<file path="config.mk">
export PLATFORM = sky130hd
export DESIGN_NAME = instr_fetch
export DESIGN_NICKNAME = d
export VERILOG_FILES = /design/src/rtl/ifetch_pkg.sv /design/src/rtl/ifetch_fifo.sv /design/src/rtl/instr_fetch.sv
export SDC_FILE = /design/constraint.sdc
export NUM_CORES = 1
export LEC_CHECK = 0
export BUFFER_PORTS_ARGS = -buffer_cell sky130_fd_sc_hd__buf_2
export CAP_MARGIN = 20
export CORE_ASPECT_RATIO = 0.8
export CORE_MARGIN = 8
export CORE_UTILIZATION = 56
export DETAILED_ROUTE_END_ITERATION = 6
export PLACE_DENSITY = 0.79
export SYNTH_ARGS = -nofsm -noshare
export SYNTH_HDL_FRONTEND = slang
export SYNTH_SLANG_ARGS = --single-unit
</file>
<file path="constraint.sdc">
create_clock -name clk -period 5.2 [get_ports clk]
set_clock_uncertainty 0.2 [all_clocks]
set_input_delay 0.26 -clock clk [delete_from_list [all_inputs] [get_ports clk]]
set_output_delay 0.26 -clock clk [all_outputs]
set_load 0.01 [all_outputs]
</file>
<file path="src/rtl/ifetch_pkg.sv">
// ifetch_pkg: shared types and default sizes for the instruction fetch unit.
//   ifetch_state_t  - fetch FSM state (IDLE / FETCH / FAULT)
//   ifetch_entry_t  - prefetch FIFO entry: fetch PC plus the 16-bit instruction
//   IFETCH_MEM_SIZE - default ROM depth in halfwords
//   IFETCH_DEPTH    - default prefetch FIFO depth
package ifetch_pkg;

   typedef enum logic [1:0] {
      IDLE  = 2'd0,
      FETCH = 2'd1,
      FAULT = 2'd2
   } ifetch_state_t;

   typedef struct packed {
      logic [31:0] pc;
      logic [15:0] instr;
   } ifetch_entry_t;

   localparam int unsigned IFETCH_MEM_SIZE = 1024;
   localparam int unsigned IFETCH_DEPTH    = 4;

endpackage

</file>
<file path="src/rtl/ifetch_fifo.sv">
// ifetch_fifo: synchronous prefetch FIFO of ifetch_entry_t.
//   clk_i, reset_i  - clock, synchronous active-high reset
//   push_i, wdata_i - enqueue; accepted when not full, or when full with a pop in the same cycle
//   pop_i, rdata_o  - dequeue; rdata_o is the current head
//   flush_i         - empties the FIFO; overrides push and pop
//   count_o, full_o, empty_o - occupancy status
module ifetch_fifo
   import ifetch_pkg::*;
#(
   parameter int unsigned DEPTH = IFETCH_DEPTH,
   localparam int unsigned PtrW = $clog2(DEPTH)
) (
   input  logic          clk_i,
   input  logic          reset_i,
   input  logic          push_i,
   input  ifetch_entry_t wdata_i,
   input  logic          pop_i,
   input  logic          flush_i,
   output ifetch_entry_t rdata_o,
   output logic [PtrW:0] count_o,
   output logic          full_o,
   output logic          empty_o
);

   ifetch_entry_t mem_q [DEPTH];
   logic [PtrW-1:0] wr_ptr_q, rd_ptr_q;
   logic [PtrW:0]   count_q, count_d;
   logic            do_push, do_pop;

   assign full_o  = (count_q == (PtrW+1)'(DEPTH));
   assign empty_o = (count_q == '0);
   assign count_o = count_q;
   assign rdata_o = mem_q[rd_ptr_q];

   // When full, the write slot equals the head slot; the head is read out before the edge.
   assign do_push = push_i && (!full_o || pop_i) && !flush_i;
   assign do_pop  = pop_i && !empty_o && !flush_i;

   always_comb begin
      count_d = count_q;
      if (flush_i) begin
         count_d = '0;
      end else begin
         unique case ({do_push, do_pop})
            2'b10:   count_d = count_q + (PtrW+1)'(1);
            2'b01:   count_d = count_q - (PtrW+1)'(1);
            default: count_d = count_q;
         endcase
      end
   end

   always_ff @(posedge clk_i) begin
      if (reset_i) begin
         wr_ptr_q <= '0;
         rd_ptr_q <= '0;
         count_q  <= '0;
      end else begin
         count_q <= count_d;
         if (flush_i) begin
            wr_ptr_q <= '0;
            rd_ptr_q <= '0;
         end else begin
            if (do_push) wr_ptr_q <= wr_ptr_q + PtrW'(1);
            if (do_pop)  rd_ptr_q <= rd_ptr_q + PtrW'(1);
         end
      end
   end

   // Storage needs no reset; occupancy alone decides what is visible.
   always_ff @(posedge clk_i) begin
      if (do_push) mem_q[wr_ptr_q] <= wdata_i;
   end

endmodule

</file>
<file path="src/rtl/instr_fetch.sv">
// instr_fetch: fetch-side initiator for a 16-bit instruction ROM with a prefetch FIFO.
//   clk, reset                 - clock, synchronous active-high reset
//   fetch_en                   - level enable for fetching
//   imem_addr / imem_instr     - ROM halfword address (registered PC) / combinational read data
//   instr, instr_pc            - FIFO head instruction and its PC
//   instr_valid / instr_ready  - decode handshake; pop when both high
//   redirect_valid/redirect_pc - taken branch: flush FIFO and restart at redirect_pc
//   fault                      - high while the FSM sits in FAULT (PC ran past the ROM)
// Optional macro IFETCH_PERF_EN adds saturating counters stall_cycles and fetch_count.
module instr_fetch
   import ifetch_pkg::*;
#(
   parameter int unsigned MEM_SIZE = IFETCH_MEM_SIZE,
   parameter int unsigned DEPTH    = IFETCH_DEPTH,
   parameter logic [31:0] RESET_PC = 32'd0
) (
   input  logic        clk,
   input  logic        reset,
   input  logic        fetch_en,
   output logic [31:0] imem_addr,
   input  logic [15:0] imem_instr,
   output logic [15:0] instr,
   output logic [31:0] instr_pc,
   output logic        instr_valid,
   input  logic        instr_ready,
   input  logic        redirect_valid,
   input  logic [31:0] redirect_pc,
   output logic        fault
`ifdef IFETCH_PERF_EN
   ,
   output logic [31:0] stall_cycles,
   output logic [31:0] fetch_count
`endif
);

   localparam int unsigned PtrW     = $clog2(DEPTH);
   localparam logic [31:0] MemSizeW = 32'(MEM_SIZE);

   ifetch_state_t state_q;
   logic [31:0]   pc_q;

   ifetch_entry_t fifo_wdata, fifo_rdata;
   logic [PtrW:0] fifo_count;
   logic          fifo_full, fifo_empty;
   logic          pop, push, push_ok, pc_oor, fetching, stall;

   assign pop      = instr_ready && (fifo_count != '0);
   assign push_ok  = !fifo_full || pop;
   assign pc_oor   = (pc_q >= MemSizeW);
   // Redirect suppresses any push in its cycle.
   assign fetching = (state_q == FETCH) && fetch_en && !pc_oor && !redirect_valid;
   assign push     = fetching && push_ok;
   assign stall    = fetching && !push_ok;

   assign fifo_wdata = '{pc: pc_q, instr: imem_instr};

   ifetch_fifo #(
      .DEPTH (DEPTH)
   ) u_fifo (
      .clk_i   (clk),
      .reset_i (reset),
      .push_i  (push),
      .wdata_i (fifo_wdata),
      .pop_i   (pop),
      .flush_i (redirect_valid),
      .rdata_o (fifo_rdata),
      .count_o (fifo_count),
      .full_o  (fifo_full),
      .empty_o (fifo_empty)
   );

   assign imem_addr   = pc_q;
   assign instr       = fifo_rdata.instr;
   assign instr_pc    = fifo_rdata.pc;
   assign instr_valid = !fifo_empty;
   assign fault       = (state_q == FAULT);

   always_ff @(posedge clk) begin
      if (reset) begin
         state_q <= IDLE;
         pc_q    <= RESET_PC;
      end else if (redirect_valid) begin
         pc_q    <= redirect_pc;
         state_q <= fetch_en ? FETCH : IDLE;
      end else begin
         unique case (state_q)
            IDLE: begin
               if (fetch_en) state_q <= FETCH;
            end
            FETCH: begin
               if (!fetch_en) begin
                  state_q <= IDLE;
               end else if (pc_oor) begin
                  state_q <= FAULT;
               end else if (push_ok) begin
                  pc_q <= pc_q + 32'd1;
               end
            end
            FAULT: begin
               state_q <= FAULT;
            end
            default: state_q <= IDLE;
         endcase
      end
   end

`ifdef IFETCH_PERF_EN
   logic [31:0] stall_cycles_q, fetch_count_q;

   always_ff @(posedge clk) begin
      if (reset) begin
         stall_cycles_q <= '0;
         fetch_count_q  <= '0;
      end else begin
         if (stall && (stall_cycles_q != '1)) stall_cycles_q <= stall_cycles_q + 32'd1;
         if (push && (fetch_count_q != '1))   fetch_count_q  <= fetch_count_q + 32'd1;
      end
   end

   assign stall_cycles = stall_cycles_q;
   assign fetch_count  = fetch_count_q;
`endif

endmodule

</file>
==> flow_metrics.env <==
export IMPL_yosysMostFrequentCell="edfxtp_1"
export IMPL_synth_top_family_by_area="multiplexers"
export IMPL_yosys_area_share_simple_pct=6.098
export IMPL_worstSkewPairLatency_ns=0.51
export IMPL_via_per_inst=5.742
export IMPL_boundaryPins=135
export IMPL_synth_compound_area_share_pct=4.237
export IMPL_coreArea_um2=15750
export IMPL_grt_antenna_before_repair=2
export IMPL_synth_top_area_cell="edfxtp_1"
export IMPL_synth_seq_cells=235
export IMPL_drt_iter0_drc=465
export IMPL_synth_async_reset_ratio_pct=0
export IMPL_h_tree_depth=1
export IMPL_crit_fanout=15
export IMPL_cp_start_kind="flop"
export IMPL_synth_xor_area_share_pct=0.3889
export IMPL_p_int_mw=2.964
export IMPL_fillers=975
export IMPL_p_per_area_nw_per_um2=336.2
export IMPL_nets=730
export IMPL_die_area_um2=20420
export IMPL_rsz0062_at_grt="no"
export IMPL_hold_class="in -> reg"
export IMPL_swShare_pct=20.86
export IMPL_synth_adder_area_share_pct=1.195
export IMPL_drive_gt1_share_pct=34.31
export IMPL_pre_cts_slack_ns=1.769
export IMPL_power_frac_clock_pct=40.2
export IMPL_die_h_um=129.4
export IMPL_grt_pass1_vias=5389
export IMPL_hold_violations=0
export IMPL_syn_cell_area_um2=9007
export IMPL_slew_viol_final=0
export IMPL_setup_viol_count_final=0
export IMPL_vias=5168
export IMPL_power_frac_comb_pct=4.1
export IMPL_final_util_pct=70.73
export IMPL_crit_path_end_kind="flop"
export IMPL_post_route_period_util_pct=67.14
export IMPL_min_period_ns=3.491
export IMPL_grt_use_total_pct=19.37
export IMPL_areaGrowthSynthToFinish_pct=23.67
export IMPL_place_gp_congestion=0.8075
export IMPL_dpl_hpwl_um=12020
export IMPL_ant_nets=0
export IMPL_synthCells=475
export IMPL_tns_ns=0
export IMPL_numCtsBuffers=22
export IMPL_clk_pin_slew_ns=0.07
export IMPL_grt_max_degree=49
export IMPL_cap_violations=0
export IMPL_drc=0
export IMPL_slew_headroom_pct=27.56
export IMPL_numPortBuffers=134
export IMPL_synth_top_cells_by_count="192 x edfxtp_1, 48 x mux4_2, 43 x dfxtp_1"
export IMPL_cp_data_required_time_ns=5.42
export IMPL_cp_data_arrival_time_ns=3.71
export IMPL_die_x_um=157.8
export IMPL_synth_nets=536
export IMPL_yosysTopAreaCellShare_pct=64.01
export IMPL_clockBufferDepth=3
export IMPL_synth_area_top_cells="edfxtp_1 64%, mux4_2 12%, dfxtp_1 9.6%"
export IMPL_synth_seq_area_share_pct=73.57
export IMPL_synth_distinct_cells=48
export IMPL_cts_hold_fix_buffers=54
export IMPL_avgSynthCellArea_um2=18.96
export IMPL_cts_tree="done"
export IMPL_synth_warnings=0
export IMPL_max_slew_worst_pin_slew_ns=1.085
export IMPL_grt_pass1_wl_um=30100
export IMPL_pwr_share_seq_pct=55.7
export IMPL_wl_um=19930
export IMPL_wire_per_inst_um=22.15
export IMPL_start_util_pct=57.19
export IMPL_numClockSinks=235
export IMPL_cts_resized=0
export IMPL_postCtsSetupRepairBufs=0
export IMPL_diodes=0
export IMPL_firstDrtPassIters=5
export IMPL_status="finished, final reports clean"
export IMPL_gr_total_overflow=0
export IMPL_rows=41
export IMPL_synth_edf_count=192
export IMPL_root_buffer="clkbuf_16"
export IMPL_fin_ws_ns=1.709
export IMPL_power_mw=3.745
export IMPL_ir_drop_uv=200.8
export IMPL_p_sw_mw=0.7813
export IMPL_p_leak_nw=3.833
export IMPL_crit_type="reg -> reg"
export IMPL_clock_fmax_ghz=0.2864
export IMPL_ys_flop_type="edfxtp_1"
export IMPL_yosys_mux_area_fraction_pct=12.45
==> flip-flops by register name (all words and copies together), names as in the netlist, named ones only <==
signal	cells
u_fifo.rd_ptr_q	2
u_fifo.wr_ptr_q	2
state_q	2
imem_addr	32
u_fifo.mem_q	192
u_fifo.count_o	3
==> metrics by stage <==
stage	hold WS [ns]	cells	area (um2)
floorplan	0.1589	475	9007
global route	0.1809	900	11140
finish	0.1673	900	11140
CTS	0.009250	899	11130
detailed placement	0.2769	805	9915
global placement	0.2707	805	9915
==> critical path: stages, from the launching register on <==
cell,delay [ns]
dfxtp_1,0.38
nor4_4,0.40
and4_1,0.66
nand3_1,0.52
ha_1,0.40
inv_1,0.08
fa_1,0.20
xor2_1,0.09
or3_1,0.31
a21oi_1,0.16
==> cells in the final DEF, fill, tap and decap left out, types with 7 or more instances in the layout <==
cell type	n
edfxtp_1	192
buf_2	134
dlygate4sd3_1	55
mux4_2	48
dfxtp_1	41
clkbuf_16	22
nor2_1	21
inv_1	19
a22o_1	16
nand3_1	11
nand4_1	7
ha_1	7
==> power groups by stage <==
stage                     Clock [mW]  Combinational [mW]  Sequential (mW)
after floorplan                    0              0.0550             2.12
after global placement             0               0.116             2.12
after detailed placement           0               0.119             2.13
after CTS                       1.52               0.152             2.09
after global routing            1.59               0.165             2.09
final                           1.51               0.153             2.09
==> area by class of cell <==
type | instances | area, um2 | area share (%)
inverter | 19 | 71.32 | 0.6402
clock buffer | 28 | 573.1 | 5.144
clock inverter | 12 | 101.3 | 0.9098
sequential | 235 | 6631 | 59.53
tap | 215 | 269.0 | 2.415
timing repair buffer | 195 | 1266 | 11.37
multi-input combinational | 196 | 2227 | 19.99
==> per-layer routing <==
metal / track usage [%] / up-vias / part of all wire, %
met5: 0 / - / 0.14
met4: 3.799 / 4 / 1.5
met3: 4.559 / 34 / 8.5
met2: 32.27 / 220 / 48
met1: 25.87 / 2597 / 41
li1: - / 2313 / -
==> worst paths after layout <==
path | slack, ns | depth (start not counted) | to | startpoint
worst max-delay path | 1.71 | 9 | u_fifo.count_o[2] | imem_addr[15]
worst min-delay path | 0.17 | 3 | imem_addr[4] | redirect_valid
worst max register to register | 1.71 | 9 | u_fifo.count_o[2] | imem_addr[15]
worst min register to register | 0.32 | 2 | u_fifo.wr_ptr_q[0] | u_fifo.wr_ptr_q[0]
==> cells by family (layout without fill, tap and decap cells) <==
family / count (synthesis) / in the layout
compound gates: 47 / 47
simple gates: 85 / 85
mux: 52 / 52
flops: 235 / 235
fa+ha+maj: 8 / 8
xor+xnor: 4 / 4
buf+inv: 44 / 254
Power figures use the tool's default switching activity.
